===== src/rtl/apu_mixer_sample.sv =====
// APU output mixer: snapshots channel amplitudes and NR50/NR51 controls once per
// sample period, serially sums the routed terms per side, scales each side by
// (volume+1) with a shift-add and presents 10-bit left/right samples with a
// one-clock valid strobe.
//
// state | meaning
// IDLE  | waiting for the sample tick; snapshot taken on the tick
// ACC   | 5 clocks, idx 0..4: add ch1..ch4 then VIN into sum_l/sum_r
// MUL   | 3 clocks, idx 0..2: prod += sum<<idx for each set volume bit
// DONE  | 1 clock: publish prod_l/prod_r and pulse sample_valid
module apu_mixer_sample #(
  parameter int unsigned SAMPLE_DIV = 16
) (
  input  logic       apuv_4mhz,
  input  logic       napu_reset,
  input  logic       apu_ena,
  input  logic [3:0] ch1_amp,
  input  logic [3:0] ch2_amp,
  input  logic [3:0] ch3_amp,
  input  logic [3:0] ch4_amp,
  input  logic [3:0] ch_dac_en,
  input  logic [3:0] vin,
  input  logic [3:0] rmixer,
  input  logic [3:0] lmixer,
  input  logic [2:0] nrvolume,
  input  logic [2:0] nlvolume,
  input  logic       vin_r_ena,
  input  logic       vin_l_ena,
  output logic [9:0] lout,
  output logic [9:0] rout,
  output logic       sample_valid,
  output logic       busy,
  output logic       overrun
);

  localparam int unsigned DIV_W = (SAMPLE_DIV > 1) ? $clog2(SAMPLE_DIV) : 1;
  localparam logic [DIV_W-1:0] DIV_LAST = DIV_W'(SAMPLE_DIV - 1);

  typedef enum logic [1:0] {IDLE, ACC, MUL, DONE} state_t;

  state_t           state, next_state;
  logic [DIV_W-1:0] div_cnt;
  logic             tick;
  logic [2:0]       idx;

  // snapshot registers
  logic [3:0] amp_q [4];
  logic [3:0] dac_q, vin_q, lmix_q, rmix_q;
  logic [2:0] vol_l_q, vol_r_q;
  logic       vin_l_q, vin_r_q;

  logic [6:0] sum_l, sum_r, sum_l_nxt, sum_r_nxt;
  logic [9:0] prod_l, prod_r, mul_l_add, mul_r_add;
  logic [3:0] term;
  logic       route_l, route_r, vol_l_bit, vol_r_bit;

  logic snap, acc_step, mul_step, fire, ovf_set;

  assign tick = apu_ena && (div_cnt == DIV_LAST);
  assign busy = (state != IDLE);

  // state register
  always_ff @(posedge apuv_4mhz or negedge napu_reset) begin
    if (!napu_reset) state <= IDLE;
    else             state <= next_state;
  end

  // next-state and step controls; disable forces IDLE and drops the current op
  always_comb begin
    next_state = state;
    snap       = 1'b0;
    acc_step   = 1'b0;
    mul_step   = 1'b0;
    fire       = 1'b0;
    ovf_set    = tick && (state != IDLE);
    case (state)
      IDLE: if (tick) begin
        snap       = 1'b1;
        next_state = ACC;
      end
      ACC: begin
        acc_step = 1'b1;
        if (idx == 3'd4) next_state = MUL;
      end
      MUL: begin
        mul_step = 1'b1;
        if (idx == 3'd2) next_state = DONE;
      end
      DONE: begin
        fire       = 1'b1;
        next_state = IDLE;
      end
      default: next_state = IDLE;
    endcase
    if (!apu_ena) begin
      next_state = IDLE;
      snap       = 1'b0;
      acc_step   = 1'b0;
      mul_step   = 1'b0;
      fire       = 1'b0;
    end
  end

  // select the term for this ACC step and the volume bit for this MUL step
  always_comb begin
    term      = 4'd0;
    route_l   = 1'b0;
    route_r   = 1'b0;
    vol_l_bit = 1'b0;
    vol_r_bit = 1'b0;
    if (idx == 3'd4) begin
      term    = vin_q;
      route_l = vin_l_q;
      route_r = vin_r_q;
    end else begin
      term    = amp_q[idx[1:0]];
      route_l = lmix_q[idx[1:0]] & dac_q[idx[1:0]];
      route_r = rmix_q[idx[1:0]] & dac_q[idx[1:0]];
    end
    case (idx)
      3'd0: begin vol_l_bit = vol_l_q[0]; vol_r_bit = vol_r_q[0]; end
      3'd1: begin vol_l_bit = vol_l_q[1]; vol_r_bit = vol_r_q[1]; end
      3'd2: begin vol_l_bit = vol_l_q[2]; vol_r_bit = vol_r_q[2]; end
      default: begin vol_l_bit = 1'b0; vol_r_bit = 1'b0; end
    endcase
    sum_l_nxt = sum_l + (route_l ? {3'b000, term} : 7'd0);
    sum_r_nxt = sum_r + (route_r ? {3'b000, term} : 7'd0);
    mul_l_add = vol_l_bit ? ({3'b000, sum_l} << idx) : 10'd0;
    mul_r_add = vol_r_bit ? ({3'b000, sum_r} << idx) : 10'd0;
  end

  // sticky overrun flag; survives apu_ena going low
  always_ff @(posedge apuv_4mhz or negedge napu_reset) begin
    if (!napu_reset)  overrun <= 1'b0;
    else if (ovf_set) overrun <= 1'b1;
  end

  // sample divider, snapshot, accumulate/multiply datapath and output registers
  always_ff @(posedge apuv_4mhz or negedge napu_reset) begin
    if (!napu_reset) begin
      div_cnt      <= '0;
      idx          <= 3'd0;
      for (int i = 0; i < 4; i++) amp_q[i] <= 4'd0;
      dac_q        <= 4'd0;
      vin_q        <= 4'd0;
      lmix_q       <= 4'd0;
      rmix_q       <= 4'd0;
      vol_l_q      <= 3'd0;
      vol_r_q      <= 3'd0;
      vin_l_q      <= 1'b0;
      vin_r_q      <= 1'b0;
      sum_l        <= 7'd0;
      sum_r        <= 7'd0;
      prod_l       <= 10'd0;
      prod_r       <= 10'd0;
      lout         <= 10'd0;
      rout         <= 10'd0;
      sample_valid <= 1'b0;
    end else begin
      sample_valid <= 1'b0;
      if (!apu_ena) begin
        div_cnt <= '0;
        lout    <= 10'd0;
        rout    <= 10'd0;
      end else begin
        div_cnt <= tick ? '0 : div_cnt + DIV_W'(1);
        if (snap) begin
          amp_q[0] <= ch1_amp;
          amp_q[1] <= ch2_amp;
          amp_q[2] <= ch3_amp;
          amp_q[3] <= ch4_amp;
          dac_q    <= ch_dac_en;
          vin_q    <= vin;
          lmix_q   <= lmixer;
          rmix_q   <= rmixer;
          vol_l_q  <= ~nlvolume;
          vol_r_q  <= ~nrvolume;
          vin_l_q  <= vin_l_ena;
          vin_r_q  <= vin_r_ena;
          sum_l    <= 7'd0;
          sum_r    <= 7'd0;
          idx      <= 3'd0;
        end
        if (acc_step) begin
          sum_l <= sum_l_nxt;
          sum_r <= sum_r_nxt;
          if (idx == 3'd4) begin
            // prod starts at the bare sum: that is the "+1" of (volume+1)
            prod_l <= {3'b000, sum_l_nxt};
            prod_r <= {3'b000, sum_r_nxt};
            idx    <= 3'd0;
          end else begin
            idx <= idx + 3'd1;
          end
        end
        if (mul_step) begin
          prod_l <= prod_l + mul_l_add;
          prod_r <= prod_r + mul_r_add;
          idx    <= idx + 3'd1;
        end
        if (fire) begin
          lout         <= prod_l;
          rout         <= prod_r;
          sample_valid <= 1'b1;
        end
      end
    end
  end

endmodule

===== config.mk =====
export PLATFORM = sky130hd
export DESIGN_NAME = apu_mixer_sample
export DESIGN_NICKNAME = d
export VERILOG_FILES = /design/src/rtl/apu_mixer_sample.sv
export SDC_FILE = /design/constraint.sdc
export NUM_CORES = 1
export LEC_CHECK = 0
export ABC_AREA = 1
export CORE_ASPECT_RATIO = 0.9
export CORE_MARGIN = 1
export CORE_UTILIZATION = 42
export DETAILED_ROUTE_END_ITERATION = 12
export GPL_ROUTABILITY_DRIVEN = 0
export SLEW_MARGIN = 20
export SYNTH_ARGS = -nofsm -noshare
export SYNTH_HDL_FRONTEND = slang
export SYNTH_SLANG_ARGS = --single-unit

===== constraint.sdc =====
create_clock -name apuv_4mhz -period 3.5 [get_ports apuv_4mhz]
set_input_delay 0.7 -clock apuv_4mhz [delete_from_list [all_inputs] [get_ports apuv_4mhz]]
set_output_delay 0.7 -clock apuv_4mhz [all_outputs]
set_load 0.01 [all_outputs]

After elaboration in Yosys (flattened, before gate mapping)
Cells that the tools add are included.
{ "op_classes": {"n_addsub": 6, "n_mul": 0, "n_div": 0, "magnitude_cmp": 2, "n_eq_ne": 11, "n_shift": 2, "muxes": 53, "bitwise": 5, "reduce_logical": 14} }
{ "ops": {"columns": ["op", "count"], "rows": [
  ["10-bit 2-to-1 mux", 12],
  ["4-bit 2-to-1 mux", 7],
  ["7-bit 2-to-1 mux", 3],
  ["10-bit adder", 2],
  ["7-bit by 3-bit left shift with 10-bit output", 2],
  ["1-bit 2-to-1 mux", 16],
  ["7-bit by 4-bit adder with 7-bit output", 2],
  ["3-bit 2-to-1 mux", 4],
  ["3-bit inequality test (second input constant)", 3],
  ["4-bit binary-select mux with 2-bit select", 1],
  ["2-bit 2-to-1 mux", 4],
  ["2-bit one-hot mux with 4 select lines", 1],
  ["2-bit nonzero test", 4],
  ["1-bit binary-select mux with 2-bit select", 3],
  ["3-bit NOT", 2],
  ["1-bit one-hot mux with 3 select lines", 2],
  ["2-bit AND reduction", 3],
  ["3-bit AND reduction", 2],
  ["4-bit by 1-bit adder with 4-bit output (second input constant)", 1],
  ["2-bit == test (second input constant)", 2],
  ["4-bit == test (second input constant)", 1],
  ["3-bit by 1-bit adder with 3-bit output (second input constant)", 1],
  ["3-bit by 1-bit == test with 1-bit output (second input constant)", 1],
  ["3-bit by 2-bit == test with 1-bit output (second input constant)", 1],
  ["11 further kinds", 13]
]} }
{ "totals": {"regBits": 105, "latchBits": 0, "mem_bits_rw": 0, "romBits": 0, "inputBits": 43, "out_inout_bits": 23, "word_cells": 116, "n_memories": 0} }

Logic depth before layout (Yosys ltp)
{ "depth": {"ltp_word": 10, "mapped_depth": 20, "ltp_nobuf": 18} }

Worst setup path before layout
Ideal clock, no wire load.
{ "synth_timing": {"path_kind": "register to register", "from": "reg idx[1]", "to": "reg prod_l[4]", "setup_ns": 0.132, "t_arrival_ns": 2.823, "required_time_ns": 3.368, "path_slack_ns": 0.544, "path_stages_with_launch": 18, "path_buffers": 3, "period_less_slack_ns": 2.956, "path_cell_list": "dfrtp_1 > buf_6 > clkinv_4 > buf_6 > buf_2 > ha_1 > nand2_4 > inv_1 > nand2_1 > a21oi_1 > ha_1 > inv_1 > fa_1 > inv_1 > nand3_1 > nand3_1 > xor2_1 > o211ai_1"} }
{ "synth_via": {"elab_chain_cells": 10} }
{ "synth_rtl": {"columns": ["element", "line", "source"], "rows": [
  ["start, declared", "44", "logic [2:0] idx;"],
  ["start signal, assigned", "193", "idx <= idx + 3'd1;"],
  ["start signal, assigned", "199", "idx <= idx + 3'd1;"],
  ["2-bit NOT with 3-bit output (implied by the code)", "116", "term = amp_q[idx[1:0]];"],
  ["4-bit binary-select mux with 2-bit select", "116", null],
  ["4-bit 2-to-1 mux (implied by the code) (2 in a row)", "116", null],
  ["4-bit 2-to-1 mux", "111", "if (idx == 3'd4) begin"],
  ["4-bit 2-to-1 mux", "126", "sum_l_nxt = sum_l + (route_l ? {3'b000, term} : 7'd0);"],
  ["7-bit by 4-bit adder with 7-bit output", "126", null],
  ["10-bit 2-to-1 mux", "187", "if (idx == 3'd4) begin"],
  ["10-bit 2-to-1 mux", "184", "if (acc_step) begin"],
  ["10-bit 2-to-1 mux", "196", "if (mul_step) begin"],
  ["end signal, assigned", "189", "prod_l <= {3'b000, sum_l_nxt};"],
  ["end signal, assigned", "197", "prod_l <= prod_l + mul_l_add;"],
  ["end, declared", "53", "logic [9:0] prod_l, prod_r, mul_l_add, mul_r_add;"]
]} }
Several ways; a longest one is shown, not always the timed one. The select of a mux whose other input is x is not followed.
A chain may end at the register's enable or synchronous reset.

Final worst setup path
{ "layout_timing": {"from": "reg idx[1]", "to": "reg prod_l[6]"} }
Same word-level chain as after synthesis.

==> results.json <==
{
  "worst_slew_pin_slew_ps": 598.9,
  "wl_met3_um": 622,
  "num_antenna_cells": 0,
  "synth_edf_count": 0,
  "syn_area_sq_um": 6628,
  "route.met2.wl_mm": 6.709,
  "path_cells": "clkinv_4 > ha_1 > nand2_4 > inv_1 > nand2_1 > a21oi_1 > ha_1 > inv_1 > fa_1 > inv_1 > nand3_1 > nand3_1 > nand4_1 > nand3_1 > nand2_1 > nand2_1 > nand2_1",
  "syn2layout_area_growth_pct": 15.25,
  "final_common_cell": "nand2_1",
  "hold_viol": 0,
  "fin_crit_sh": 0.8580,
  "start_kind": "flop",
  "hp-class": "in2async",
  "grt_pass1_vias": 5089,
  "wire_per_inst_um": 13.83,
  "hold_ws_ps": 296.3,
  "swShare": 0.4073,
  "routed.top_layer": "met4",
  "synth_ff_type": "dfrtp_1",
  "cts_buffers": 9,
  "slew_viol_final": 0,
  "root_buffer": "clkbuf_16",
  "grt_setup_unrepaired": "no",
  "seq_power_share": 0.371,
  "internal-power_mw": 2.523,
  "h-tree-depth": 3,
  "synthCells": 869,
  "ys_types": 42,
  "final_nets": 1003,
  "drt-met1-wl_mm": 8.084,
  "cp-end-kind": "flop",
  "port_buffers": 65,
  "antenna_left": 0,
  "postCtsSetupBuffers": 0,
  "synthArstFlopShare": 1.000,
  "grt_max_degree": 72,
  "yosys_warnings": 0,
  "synth_largest_area_cell": "dfrtp_1",
  "antenna_found_initial": 0,
  "track_usage": 0.2089,
  "fp-row-count": 43,
  "wirelength_mm": 15.60,
  "ys_top_cells_by_area": "dfrtp_1 (40%), nand2_1 (18%), ha_1 (6.6%), nand3_1 (5.9%), inv_1 (4.5%)",
  "r2r_start": "idx[1]$_DFFE_PN0P_",
  "num_vias": 5548,
  "synth_top_area_frac": 0.3965,
  "crit_slowest_cell": "dfrtp_1",
  "avgSynthCellArea_sq_um": 7.627,
  "setup_viol": 0,
  "cap_viol_max_count": 0,
  "drt-initial-drc-count": 324,
  "dr.pass1.iters": 5,
  "worstPathArrival_ps": 3260,
  "crit_buf_inv": 4,
  "via_per_inst": 4.918,
  "power_density_nw_per_um2": 557.2,
  "combPwrFrac": 0.382,
  "fp.dieW_um": 134.4,
  "cp_top_family": "adder cells",
  "crit_path_max_fanout": 23,
  "critPathMaxStageDelay_ps": 410,
  "drive_gt1_frac": 0.06695,
  "power_leakage_nw": 3.969,
  "hpwl_mm": 11.59,
  "dieArea_sq_um": 16290,
  "boundaryPins": 66,
  "ctsResizeCount": 0,
  "switchingPower_mw": 1.734,
  "die_height_um": 121.2,
  "timing.rr.end": "prod_l[6]$_DFFE_PN0P_",
  "post-route-min-period_ps": 3003,
  "cts_max_path_buffers": 2,
  "path_common_cell": "nand2_1",
  "ys_seq_elements": 105,
  "finalClockSkew_ps": 7.554,
  "setup_tns_ps": 0,
  "max_freq_ghz": 0.3330,
  "slew_headroom": 0.5965,
  "pwr-share-clk": 0.247,
  "insertion_delay_ps": 360,
  "initial_core_util": 0.4292,
  "yosysSeqAreaShare": 0.3965,
  "layout_common_cells": "nand2_1 (324), dfrtp_1 (105), inv_1 (79)",
  "drc": 0,
  "status": "finished, final reports clean",
  "clk_pin_slew_ps": 70,
  "ir_drop_uv": 318.0,
  "core_area_sq_um": 15440,
  "grt_pass1_wl_mm": 26.18,
  "cts_tree": "built",
  "grt.overflow.total": 0,
  "r2r_slack_ps": 500,
  "r2r_cells": 17,
  "required_ps": 3760,
  "critical_path_class": "reg2reg",
  "postCtsHoldBufs": 0,
  "cts.sinks": 105,
  "syn_nets": 951
}
[logic make-up (layout without fill, tap and decap cells)]
family                     Yosys count  in the layout  share of synthesized area
AOI/OAI and AO/OA                  128            128                     0.1187
xor gates and xnor gates             7              7                   0.009251
adders and majority gates           39             39                    0.07816
buffers and inverters              118            175                    0.08948
DFF                                105            105                     0.3965
muxes                                1              1                   0.001510
and+or+nand+nor                    471            471                     0.3064
[metal layers]
layer,vias up,global-route usage
met5,-,0
met4,0,0.05688
met3,12,0.04010
met2,108,0.3187
met1,2478,0.3015
li1,2950,-
[sequential cells by signal, summed over array words and instances (netlist names), 3 cells and up]
register / count
prod_l: 10
vol_l_q: 3
dac_q: 4
vol_r_q: 3
sum_l: 7
sum_r: 7
rout: 10
div_cnt: 4
amp_q: 16
lmix_q: 4
idx: 3
lout: 10
rmix_q: 4
vin_q: 4
prod_r: 10
[through the flow]
stage	utilization	total power [mW]	worst slack (ps)	cells	area, sq um
after detailed placement	0.4748	3.220	510.0	1112	7332
final	0.4947	4.256	497.1	1128	7639
after floorplan	-	2.794	544.3	869	6628
after global routing	0.4947	4.549	195.7	1128	7639
after global placement	0.4748	3.213	634.3	1112	7332
after CTS	0.4947	4.294	485.0	1128	7639
[worst max path at each step]
stage	start	end	slack, ps	cells after the start
2_1_floorplan	idx[1]$_DFFE_PN0P_	prod_l[4]$_DFFE_PN0P_	540	17
3_3_place_gp	idx[1]$_DFFE_PN0P_	prod_r[6]$_DFFE_PN0P_	630	17
3_5_place_dp	idx[1]$_DFFE_PN0P_	prod_l[6]$_DFFE_PN0P_	510	17
4_1_cts	idx[1]$_DFFE_PN0P_	prod_l[6]$_DFFE_PN0P_	490	17
5_1_grt	idx[1]$_DFFE_PN0P_	prod_r[6]$_DFFE_PN0P_	200	17
6_report	idx[1]$_DFFE_PN0P_	prod_l[6]$_DFFE_PN0P_	500	17
[power groups by stage]
stage / registers [mW] / logic, mW / clock network (mW)
detailed placement: 1.60 / 1.62 / 0
finish: 1.58 / 1.63 / 1.05
floorplan: 1.55 / 1.25 / 0
CTS: 1.58 / 1.63 / 1.09
global route: 1.60 / 1.81 / 1.13
global placement: 1.60 / 1.62 / 0
[Yosys cell counts, drive strengths merged (3+ instances only)]
cell type	instances
fa	4
o21ai	60
ha	35
clkbuf	4
dfrtp	105
xor2	4
nand3	80
inv	88
xnor2	3
or2	4
a21oi	32
nand2	330
o22ai	17
nor2	40
a211oi	6
buf	25
nand4	15
o211ai	4
[layout make-up]
type,count,area [sq um]
inverters,89,346.6
flip-flops and latches,105,2628
multi-input cells,646,3407
fillers,1551,7802
well taps,202,252.7
repair buffers,70,698.2
clock inverters,5,63.81
clock buffers,11,242.7
(Power assumes the default switching activity.)
